### src/rtl/muldiv_ctrl.sv
// HI/LO sequencer for the multicycle multiply and divide units: launches a unit, times it, captures HI/LO.
// Optional divide-by-zero trap enabled by defining MULDIV_DIV0_CHECK_EN.
module muldiv_ctrl #(
    parameter int MUL_CYCLES = 33,
    parameter int DIV_CYCLES = 34
) (
    input  logic        clock,
    input  logic        reset,
    input  logic        op_valid,
    input  logic [2:0]  op,
    input  logic [31:0] rs_val,
    input  logic [31:0] rt_val,
    output logic        op_ready,
    output logic        busy,
    output logic [31:0] unit_a,
    output logic [31:0] unit_b,
    output logic        mul_start,
    output logic        div_start,
    input  logic [31:0] mul_hi,
    input  logic [31:0] mul_lo,
    input  logic [31:0] div_hi,
    input  logic [31:0] div_lo,
    output logic [31:0] hi,
    output logic [31:0] lo,
    output logic [31:0] rd_data,
    output logic        rd_valid,
    output logic        div_zero
);

    localparam int MAX_CYCLES = (MUL_CYCLES > DIV_CYCLES) ? MUL_CYCLES : DIV_CYCLES;
    localparam int CNT_W      = $clog2(MAX_CYCLES + 1);

    localparam logic [2:0] OP_MULT = 3'b001;
    localparam logic [2:0] OP_DIV  = 3'b010;
    localparam logic [2:0] OP_MFHI = 3'b011;
    localparam logic [2:0] OP_MFLO = 3'b100;
    localparam logic [2:0] OP_MTHI = 3'b101;
    localparam logic [2:0] OP_MTLO = 3'b110;

    typedef enum logic [1:0] {
        ST_IDLE  = 2'd0,
        ST_ISSUE = 2'd1,
        ST_WAIT  = 2'd2,
        ST_WRITE = 2'd3
    } state_t;

    state_t             state_reg;
    logic [CNT_W-1:0]   cnt_reg;
    logic               is_div_reg;

`ifndef MULDIV_DIV0_CHECK_EN
    assign div_zero = 1'b0;
`endif

    always_ff @(posedge clock) begin
        if (reset) begin
            state_reg  <= ST_IDLE;
            cnt_reg    <= '0;
            is_div_reg <= 1'b0;
            op_ready   <= 1'b1;
            busy       <= 1'b0;
            unit_a     <= '0;
            unit_b     <= '0;
            mul_start  <= 1'b0;
            div_start  <= 1'b0;
            hi         <= '0;
            lo         <= '0;
            rd_data    <= '0;
            rd_valid   <= 1'b0;
`ifdef MULDIV_DIV0_CHECK_EN
            div_zero   <= 1'b0;
`endif
        end else begin
            rd_valid <= 1'b0;
`ifdef MULDIV_DIV0_CHECK_EN
            div_zero <= 1'b0;
`endif
            case (state_reg)
                ST_IDLE: begin
                    if (op_valid) begin
                        case (op)
                            OP_MULT: begin
                                unit_a     <= rs_val;
                                unit_b     <= rt_val;
                                is_div_reg <= 1'b0;
                                mul_start  <= 1'b1;
                                op_ready   <= 1'b0;
                                busy       <= 1'b1;
                                state_reg  <= ST_ISSUE;
                            end
                            OP_DIV: begin
`ifdef MULDIV_DIV0_CHECK_EN
                                // Trapped divide: the divider is never launched.
                                if (rt_val == 32'd0) div_zero <= 1'b1;
                                else
`endif
                                begin
                                    unit_a     <= rs_val;
                                    unit_b     <= rt_val;
                                    is_div_reg <= 1'b1;
                                    div_start  <= 1'b1;
                                    op_ready   <= 1'b0;
                                    busy       <= 1'b1;
                                    state_reg  <= ST_ISSUE;
                                end
                            end
                            OP_MFHI: begin
                                rd_data  <= hi;
                                rd_valid <= 1'b1;
                            end
                            OP_MFLO: begin
                                rd_data  <= lo;
                                rd_valid <= 1'b1;
                            end
                            OP_MTHI: hi <= rs_val;
                            OP_MTLO: lo <= rs_val;
                            default: ;
                        endcase
                    end
                end
                ST_ISSUE: begin
                    mul_start <= 1'b0;
                    div_start <= 1'b0;
                    cnt_reg   <= is_div_reg ? CNT_W'(DIV_CYCLES) : CNT_W'(MUL_CYCLES);
                    state_reg <= ST_WAIT;
                end
                ST_WAIT: begin
                    cnt_reg <= cnt_reg - CNT_W'(1);
                    if (cnt_reg == CNT_W'(1)) state_reg <= ST_WRITE;
                end
                ST_WRITE: begin
                    // The only edge on which unit results are sampled.
                    if (is_div_reg) begin
                        hi <= div_hi;
                        lo <= div_lo;
                    end else begin
                        hi <= mul_hi;
                        lo <= mul_lo;
                    end
                    op_ready  <= 1'b1;
                    busy      <= 1'b0;
                    state_reg <= ST_IDLE;
                end
                default: state_reg <= ST_IDLE;
            endcase
        end
    end

endmodule
### config.mk
export PLATFORM = sky130hd
export DESIGN_NAME = muldiv_ctrl
export DESIGN_NICKNAME = d
export VERILOG_FILES = /design/src/rtl/muldiv_ctrl.sv
export SDC_FILE = /design/constraint.sdc
export NUM_CORES = 1
export LEC_CHECK = 0
export BUFFER_PORTS_ARGS = -buffer_cell sky130_fd_sc_hd__buf_2
export CAP_MARGIN = 30
export CORE_ASPECT_RATIO = 1.4
export CORE_MARGIN = 2
export CORE_UTILIZATION = 40
export DETAILED_ROUTE_END_ITERATION = 8
export PLACE_DENSITY = 0.73
export SYNTH_ARGS = -nofsm -noshare
export SYNTH_HDL_FRONTEND = slang
export SYNTH_SLANG_ARGS = --single-unit
### constraint.sdc
create_clock -name clock -period 1.6 [get_ports clock]
set_clock_uncertainty 0.05 [all_clocks]
set_input_delay 0.16 -clock clock [delete_from_list [all_inputs] [get_ports clock]]
set_output_delay 0.16 -clock clock [all_outputs]
set_load 0.1 [all_outputs]
; ---- Word-level counts from Yosys, hierarchy flattened
; Cells that the tools add are included.
[op_classes]
add_sub_neg = 1
mul = 0
div_mod_pow = 0
n_lt_le_gt_ge = 0
n_eq_ne = 17
n_shift = 0
muxes = 29
bitwise = 2
reduce_logical = 18
[op_table]
columns = op, n
row1 = 32-bit 2-to-1 mux, 6
row2 = 32-bit case mux with 2 select lines, 3
row3 = 3-bit AND reduction, 9
row4 = 6-bit case mux with 2 select lines, 1
row5 = 1-bit case mux with 2 select lines, 5
row6 = 2-bit nonzero test, 5
row7 = 3-bit == test (second input constant), 3
row8 = 1-bit 2-to-1 mux, 9
row9 = 2-bit 2-to-1 mux, 4
row10 = 2-bit by 1-bit != test with 1-bit output (second input constant), 4
row11 = 2-bit case mux with 4 select lines, 1
row12 = 3-bit by 2-bit == test with 1-bit output (second input constant), 2
row13 = 6-bit by 1-bit == test with 1-bit output (second input constant), 1
row14 = 2-bit != test (second input constant), 3
row15 = 6-bit by 1-bit subtractor with 6-bit output (second input constant), 1
row16 = 2-bit == test (second input constant), 2
row17 = 2-bit OR reduction, 2
row18 = 3-bit by 1-bit == test with 1-bit output (second input constant), 1
row19 = 3-bit OR reduction, 1
row20 = 2-bit by 1-bit == test with 1-bit output (second input constant), 1
row21 = 2-bit logical NOT, 1
row22 = 1-bit NOT, 2
[totals]
register_bits = 174
latchBits = 0
ramBits = 0
romBits = 0
in_bits = 198
output_inout_bits = 166
wordCells = 80
n_memories = 0

; ---- Logic depth before layout (Yosys ltp)
; Gate-level depths: netlist of run 1.
[depth]
ltp_word = 5
mapped_depth = 8
mapped_depth_nobuf = 6

; ---- Worst setup path before layout of run 1
; No wires, ideal clock.
[synth_path]
path_kind = flip-flop to flip-flop
startpoint = register state_reg[0]
endpoint = register unit_a[0]
setup_ns = 0.132
arrival_time_ns = 1.520
required_time_ns = 1.418
path_slack_ns = -0.103
stages_incl_launch_ff = 9
path_buffers = 2
synth_period_minus_slack_ns = 1.703
cell_sequence = dfxtp_1 > inv_1 > ha_1 > nand3b_1 > or2_1 > buf_2 > buf_2 > nand2_1 > a21oi_1
[synth_between]
elab_chain_len = 2
[synth_rtl]
columns = element, line_no
row1 = start: declaration, 47  ; state_t state_reg;
row2 = start signal: assignment, 57  ; state_reg <= ST_IDLE;
row3 = start signal: assignment, 89  ; state_reg <= ST_ISSUE;
row4 = start signal: assignment, 104  ; state_reg <= ST_ISSUE;
row5 = 2-bit logical NOT, 78  ; case (state_reg)
row6 = 3-bit AND reduction (no line), n/a
row7 = end signal: assignment, 83  ; unit_a <= rs_val;
row8 = end signal: assignment, 98  ; unit_a <= rs_val;
row9 = end: declaration, 15  ; output logic [31:0] unit_a,
; No other way between the ends.
; A chain may end at the register's enable or synchronous reset.

; ---- Final worst setup path of run 1
[layout_path]
startpoint = register state_reg[0]
endpoint = register unit_a[23]
; The elaborated chain is that of the path after synthesis.

==> results of run 1 <==
==> worst reg2reg max path, cell delays in order (launching register included) <==
cell       delay [ns]
dfxtp_2          0.33
inv_2            0.08
ha_4             0.15
nand3b_1         0.13
buf_4            0.17
nor2_4           0.09
buf_12           0.17
clkbuf_16        0.21
nand2_1          0.08
a21oi_2          0.11
==> synth_stat cells (all sizes together) <==
| library cell | instances | area, sq um |
|---|---|---|
| nor3b | 1 | 12.51 |
| nand3b | 1 | 7.510 |
| o21ai | 7 | 35.03 |
| o21a | 5 | 37.54 |
| conb | 1 | 3.750 |
| and3b | 1 | 8.760 |
| nand3 | 1 | 5.000 |
| mux2i | 97 | 970.9 |
| or2 | 1 | 6.260 |
| nor2 | 76 | 285.3 |
| a211oi | 36 | 370.4 |
| a41o | 1 | 10.01 |
| inv | 6 | 22.52 |
| dfxtp | 174 | 3483 |
| nor4b | 1 | 8.760 |
| a21oi | 197 | 986.0 |
| clkbuf | 32 | 123.9 |
| xor2 | 2 | 17.52 |
| nand2b | 5 | 31.28 |
| o211a | 1 | 10.01 |
| xnor2 | 3 | 26.28 |
| ha | 7 | 87.58 |
| or4b | 1 | 10.01 |
| and2 | 1 | 6.260 |
| nor3 | 2 | 10.01 |
| a41oi | 1 | 8.760 |
| nand2 | 261 | 979.7 |
| buf | 44 | 259.0 |
| a21boi | 1 | 7.510 |
==> layer usage <==
layer | vias to the layer above | global-route usage | share of wire
met5 | - | 0 | 0
met3 | 103 | 0.04906 | 0.061
met4 | 0 | 0.1249 | 0.049
met1 | 4052 | 0.2851 | 0.38
met2 | 433 | 0.4616 | 0.51
li1 | 4119 | - | -
==> layout make-up <==
type	count	area, sq um
fill	1613	7119
multi-input combinational	711	4375
sequential	174	3495
timing repair buffer	483	3323
clock buffer	21	460.4
tap	248	310.3
clock inverter	10	105.1
inverter	6	25.02
antenna	2	5.005
==> report_power, final <==
group,internal [mW],switching [mW],total [mW]
sequential,4.74,0.265,5.01
clock,2.25,1.79,4.04
combinational,1.89,4.31,6.20
total,8.88,6.37,15.2
==> worst paths after layout <==
kind	from	slack [ns]	cells past startpoint	to
min reg2reg	unit_a[0]$_SDFFE_PP0P_	0.40	2	unit_a[0]$_SDFFE_PP0P_
max	state_reg[0]$_SDFFE_PP0P_	-0.04	9	unit_a[23]$_SDFFE_PP0P_
min	op[0]	0.06	3	is_div_reg$_SDFFE_PP0P_
max reg2reg	state_reg[0]$_SDFFE_PP0P_	-0.04	9	unit_a[23]$_SDFFE_PP0P_
==> timing repair <==
item / CTS / global route
cloned: 0 / 9
pin swaps: 0 / 24
gates resized for setup: 6 / 98
hold buffers: 65 / 0
endpoints found under the hold margin: 68 / 0
endpoints found under the setup margin: 88 / 145
setup buffers: 0 / 7
==> placed cells by master (no fill, tap or decap), types with 4 or more instances in the layout <==
cell type        n
buf_4           25
clkbuf_16       25
nand2_1        234
ha_1             4
a211oi_2        27
a21oi_2         40
nand2_4         11
a21oi_1        157
buf_12          20
nor2_1          75
a211oi_1         9
mux2i_1         97
clkinv_4         5
buf_2          361
dfxtp_1        169
dlygate4sd3_1   65
nand2b_1         4
nand2_2         16
==> per-stage QoR <==
step / hold slack (ns) / area, sq um / setup WS (ns) / std cells / power (mW)
final: 0.06460 / 12100 / -0.04336 / 1655 / 15.25
after global routing: 0.09136 / 12100 / -0.1060 / 1654 / 15.83
after CTS: 0.04629 / 11440 / -0.01167 / 1637 / 14.76
after detailed placement: 0.3550 / 10200 / -0.09136 / 1541 / 10.57
after global placement: 0.3493 / 10200 / -0.01607 / 1541 / 10.48
after floorplan: 0.2460 / 7845 / -0.006593 / 967 / 9.093
==> cell families after synthesis <==
kind of cell,Yosys count
flops,174
simple gates,352
other cells,1
xor+xnor,5
fa+ha+maj,7
mux,97
compound gates,249
buf+inv,82
==> flow_metrics.tcl, run 1 <==
set metrics [dict create \
    htreeDepth 4 \
    crit_family "buffers and inverters" \
    cpPeakStageDelay_ns 0.33 \
    dr.pass1.iters 6 \
    gr-total-overflow 0 \
    worstMarginPinSlew_ns 0.5724 \
    fmax_mhz 608.5 \
    setup-tns-final_ns -1.058 \
    min_period_over_period 1.027 \
    power_density_nw_per_um2 1260 \
    synth_cell_types 35 \
    wl_mm 30.02 \
    seq_area_frac_synth 0.4448 \
    die_area_sq_um 20730 \
    port_buffers 362 \
    cap_violations 0 \
    synthMuxAreaShare 0.1240 \
    avgSynthCellArea_sq_um 8.099 \
    wl_per_cell_microns 18.14 \
    drv_slew 0 \
    cp-end-kind "register" \
    setup_viol 53 \
    postRouteAntennaNets 0 \
    path_max_fanout 16 \
    worstSetupPathType "register to register" \
    netlist_instances 967 \
    ios 364 \
    netlist_area_sq_um 7831 \
    utilization 0.6296 \
    initialDrtViolationCount 557 \
    fp.dieW_microns 122.3 \
    track_usage 0.2567 \
    synth_compound_area_frac 0.1871 \
    synthXorXnorAreaFrac 0.005592 \
    place_congestion 0.8475 \
    relSlewSlack 0.6210 \
    core.rowCount 60 \
    coreArea_sq_um 19220 \
    cp-start-kind "register" \
    crit_path_top_delay_cell "dfxtp_2" \
    fin_ws_ns -0.04336 \
    clock_latency_ns 0.42 \
    crit_chain "inv_2 > ha_4 > nand3b_1 > buf_4 > nor2_4 > buf_12 > clkbuf_16 > nand2_1 > a21oi_2" \
    synthSimpleGateAreaFrac 0.1751 \
    synthAdderAreaFrac 0.01118 \
    detail_route.vias_per_cell 5.261 \
    dp_hpwl_mm 19.06 \
    violations "negative setup slack" \
    drc 0 \
    period_needed_ns 1.643 \
    cts-buffers-inserted 17 \
    synth_nets 1172 \
    cts-root-buf "clkbuf_16" \
    yosys_warnings 0 \
    layout-drive-gt1-share 0.4021 \
    cts_buffer_depth 2 \
    hold_path_class "input pin to register" \
    grt_max_degree 70 \
    cts_tree "yes" \
    hold_violations 0 \
    total_leakage_power_nw 5.139 \
    vias 8707 \
    clock_sinks 174 \
    critPathBufInv 4 \
    syn_to_final_growth_pct 54.50 \
    critPathArrivalTime_ns 1.96 \
    antenna_found_initial 1 \
    synth_top_family_by_area "compound AO/OA/AOI/OAI gates" \
    grt_pass1_wl_mm 41.63 \
    ir_drop_v 0.0007401 \
    critPathRequiredTime_ns 1.91 \
    cts.reportedPaths.clkPinSlew_ns 0.07 \
    nNetsFinal 1598 \
    die_y_microns 169.6 \
    initial_core_util 0.4075 \
    first_global_vias 8426 \
    ys_ff_latch 174 \
    outcome "finished with violations" \
    rsz0062_at_grt "true" \
]
(Power assumes the default switching activity.)
==> run 2, diff against run 1 <==
--- a/config.mk
+++ b/config.mk
@@ -12,6 +12,7 @@
 export CORE_UTILIZATION = 40
 export DETAILED_ROUTE_END_ITERATION = 8
 export PLACE_DENSITY = 0.73
+export RECOVER_POWER = 25
 export SYNTH_ARGS = -nofsm -noshare
 export SYNTH_HDL_FRONTEND = slang
 export SYNTH_SLANG_ARGS = --single-unit
==> run 2 against run 1 <==
Against the previous run:
- the flow still finishes with violations (negative setup slack)
- register-to-register slack hardly changed
- sequential cell count is the same
- final cell count unchanged
- worst setup slack better by 0.0016 ns
- worst hold slack barely moved
- clock power hardly changed
==> flow_metrics.tcl, run 2 (synthesis results as in run 1) <==
set metrics [dict create \
    layout_commonest_cell "buf_2" \
    gr-total-overflow 0 \
    initial_core_util 0.4075 \
    drv_slew 0 \
    cap_violations 0 \
    min_period_over_period 1.026 \
    critPathArrivalTime_ns 1.95 \
    place_congestion 0.8475 \
    core.rowCount 60 \
    antenna_found_initial 1 \
    initialDrtViolationCount 610 \
    hold_path_end "is_div_reg$_SDFFE_PP0P_" \
    worstHoldStart "op[0]" \
    htreeDepth 4 \
    total_leakage_power_nw 5.135 \
    ios 364 \
    drc 0 \
    die_area_sq_um 20730 \
    fin_total_pwr_mw 15.25 \
    fmax_mhz 609.1 \
    r2r-start "state_reg[0]$_SDFFE_PP0P_" \
    first_global_vias 8426 \
    fp.dieW_microns 122.3 \
    grt_max_degree 70 \
    worstMarginPinSlew_ns 0.5778 \
    port_buffers 362 \
    power_density_nw_per_um2 1260 \
    clock_sinks 174 \
    clock_latency_ns 0.42 \
    layout-drive-gt1-share 0.4021 \
    cp-end-kind "register" \
    setup-tns-final_ns -1.024 \
    hold_path_class "input pin to register" \
    wl_mm 29.97 \
    detail_route.vias_per_cell 5.245 \
    worstSetupPathType "register to register" \
    cts-root-buf "clkbuf_16" \
    reg2reg_depth 9 \
    path_max_fanout 16 \
    period_needed_ns 1.642 \
    nNetsFinal 1598 \
    fill_cells 1613 \
    coreArea_sq_um 19220 \
    wl_per_cell_microns 18.11 \
    cts_tree "yes" \
    cts.reportedPaths.clkPinSlew_ns 0.07 \
    fin_ws_ns -0.04172 \
    grt_pass1_wl_mm 41.63 \
    vias 8680 \
    dr.pass1.iters 5 \
    cts_buffer_depth 2 \
    setup_viol 54 \
    dp_hpwl_mm 19.06 \
    ir_drop_v 0.0007415 \
    critPathRequiredTime_ns 1.91 \
    rsz0062_at_grt "true" \
    postRouteAntennaNets 0 \
    outcome "finished with violations" \
    syn_to_final_growth_pct 54.50 \
    die_y_microns 169.6 \
    cts-buffers-inserted 17 \
    r2r_slack_ns -0.04 \
    layout_common_cells "buf_2, nand2_1, dfxtp_1, a21oi_1, mux2i_1" \
    hold_violations 0 \
    cp-start-kind "register" \
    r2r-end "unit_a[23]$_SDFFE_PP0P_" \
    relSlewSlack 0.6164 \
    holdPathStages 3 \
    violations "negative setup slack" \
    track_usage 0.2567 \
]
## run 2: cell count changes in the layout (fill, tap and decap cells not counted), sizes merged
cell    change
buf         -4
clkbuf      +4
## run 2: area by class of cell
cell class | instances | area, sq um | area share
diodes | 2 | 5.005 | 0.0004137
clock buffers | 21 | 460.4 | 0.03806
clock inverters | 10 | 105.1 | 0.008687
inverters | 6 | 25.02 | 0.002068
multi-input cells | 711 | 4375 | 0.3616
flip-flops and latches | 174 | 3495 | 0.2888
well taps | 248 | 310.3 | 0.02565
repair buffers | 483 | 3323 | 0.2747
## run 2: metal layers
metal / up-vias / part of all wire / GRT usage
met4: 0 / 0.049 / 0.1249
met5: - / 0 / 0
li1: 4118 / - / -
met1: 4039 / 0.38 / 0.2851
met3: 100 / 0.061 / 0.04906
met2: 423 / 0.51 / 0.4616
## run 2: report_power, final
group / internal, mW / switching (mW) / total [mW]
combinational: 1.89 / 4.31 / 6.20
sequential: 4.74 / 0.265 / 5.01
clock: 2.25 / 1.80 / 4.04
## run 2: how the worst max path moves through the flow
stage / startpoint / endpoint / slack [ns]
after floorplan: state_reg[0]$_SDFFE_PP0P_ / hi[10]$_SDFFE_PP0P_ / -0.007
after global placement: state_reg[1]$_SDFFE_PP0P_ / lo[28]$_SDFFE_PP0P_ / -0.02
after detailed placement: state_reg[1]$_SDFFE_PP0P_ / lo[22]$_SDFFE_PP0P_ / -0.09
after CTS: state_reg[1]$_SDFFE_PP0P_ / unit_b[7]$_SDFFE_PP0P_ / -0.01
after global routing: state_reg[0]$_SDFFE_PP0P_ / unit_a[18]$_SDFFE_PP0P_ / -0.11
final: state_reg[0]$_SDFFE_PP0P_ / unit_a[23]$_SDFFE_PP0P_ / -0.04
## run 2: critical path, cell delays in order (launching register included)
cell       delay [ns]
dfxtp_2          0.33
inv_2            0.08
ha_4             0.15
nand3b_1         0.13
buf_4            0.17
nor2_4           0.09
buf_12           0.17
clkbuf_16        0.20
nand2_1          0.08
a21oi_2          0.11
## run 2: repair_timing
item,CTS,global route
buffers inserted,0,7
endpoints found under the hold margin,68,0
cloned,0,9
gates resized for setup,6,98
pin swaps,0,24
hold buffers,65,0
setup endpoints to repair,88,145
## run 2: metrics by stage
| stage | cell area (sq um) | hold slack [ns] | setup slack (ns) | utilization | std cells |
|---|---|---|---|---|---|
| after floorplan | 7845 | 0.2460 | -0.006593 | - | 967 |
| after global placement | 10200 | 0.3493 | -0.01607 | 0.5307 | 1541 |
| after detailed placement | 10200 | 0.3550 | -0.09136 | 0.5307 | 1541 |
| after CTS | 11440 | 0.04629 | -0.01167 | 0.5952 | 1637 |
| after global routing | 12100 | 0.09136 | -0.1060 | 0.6294 | 1654 |
| final | 12100 | 0.06468 | -0.04172 | 0.6296 | 1655 |
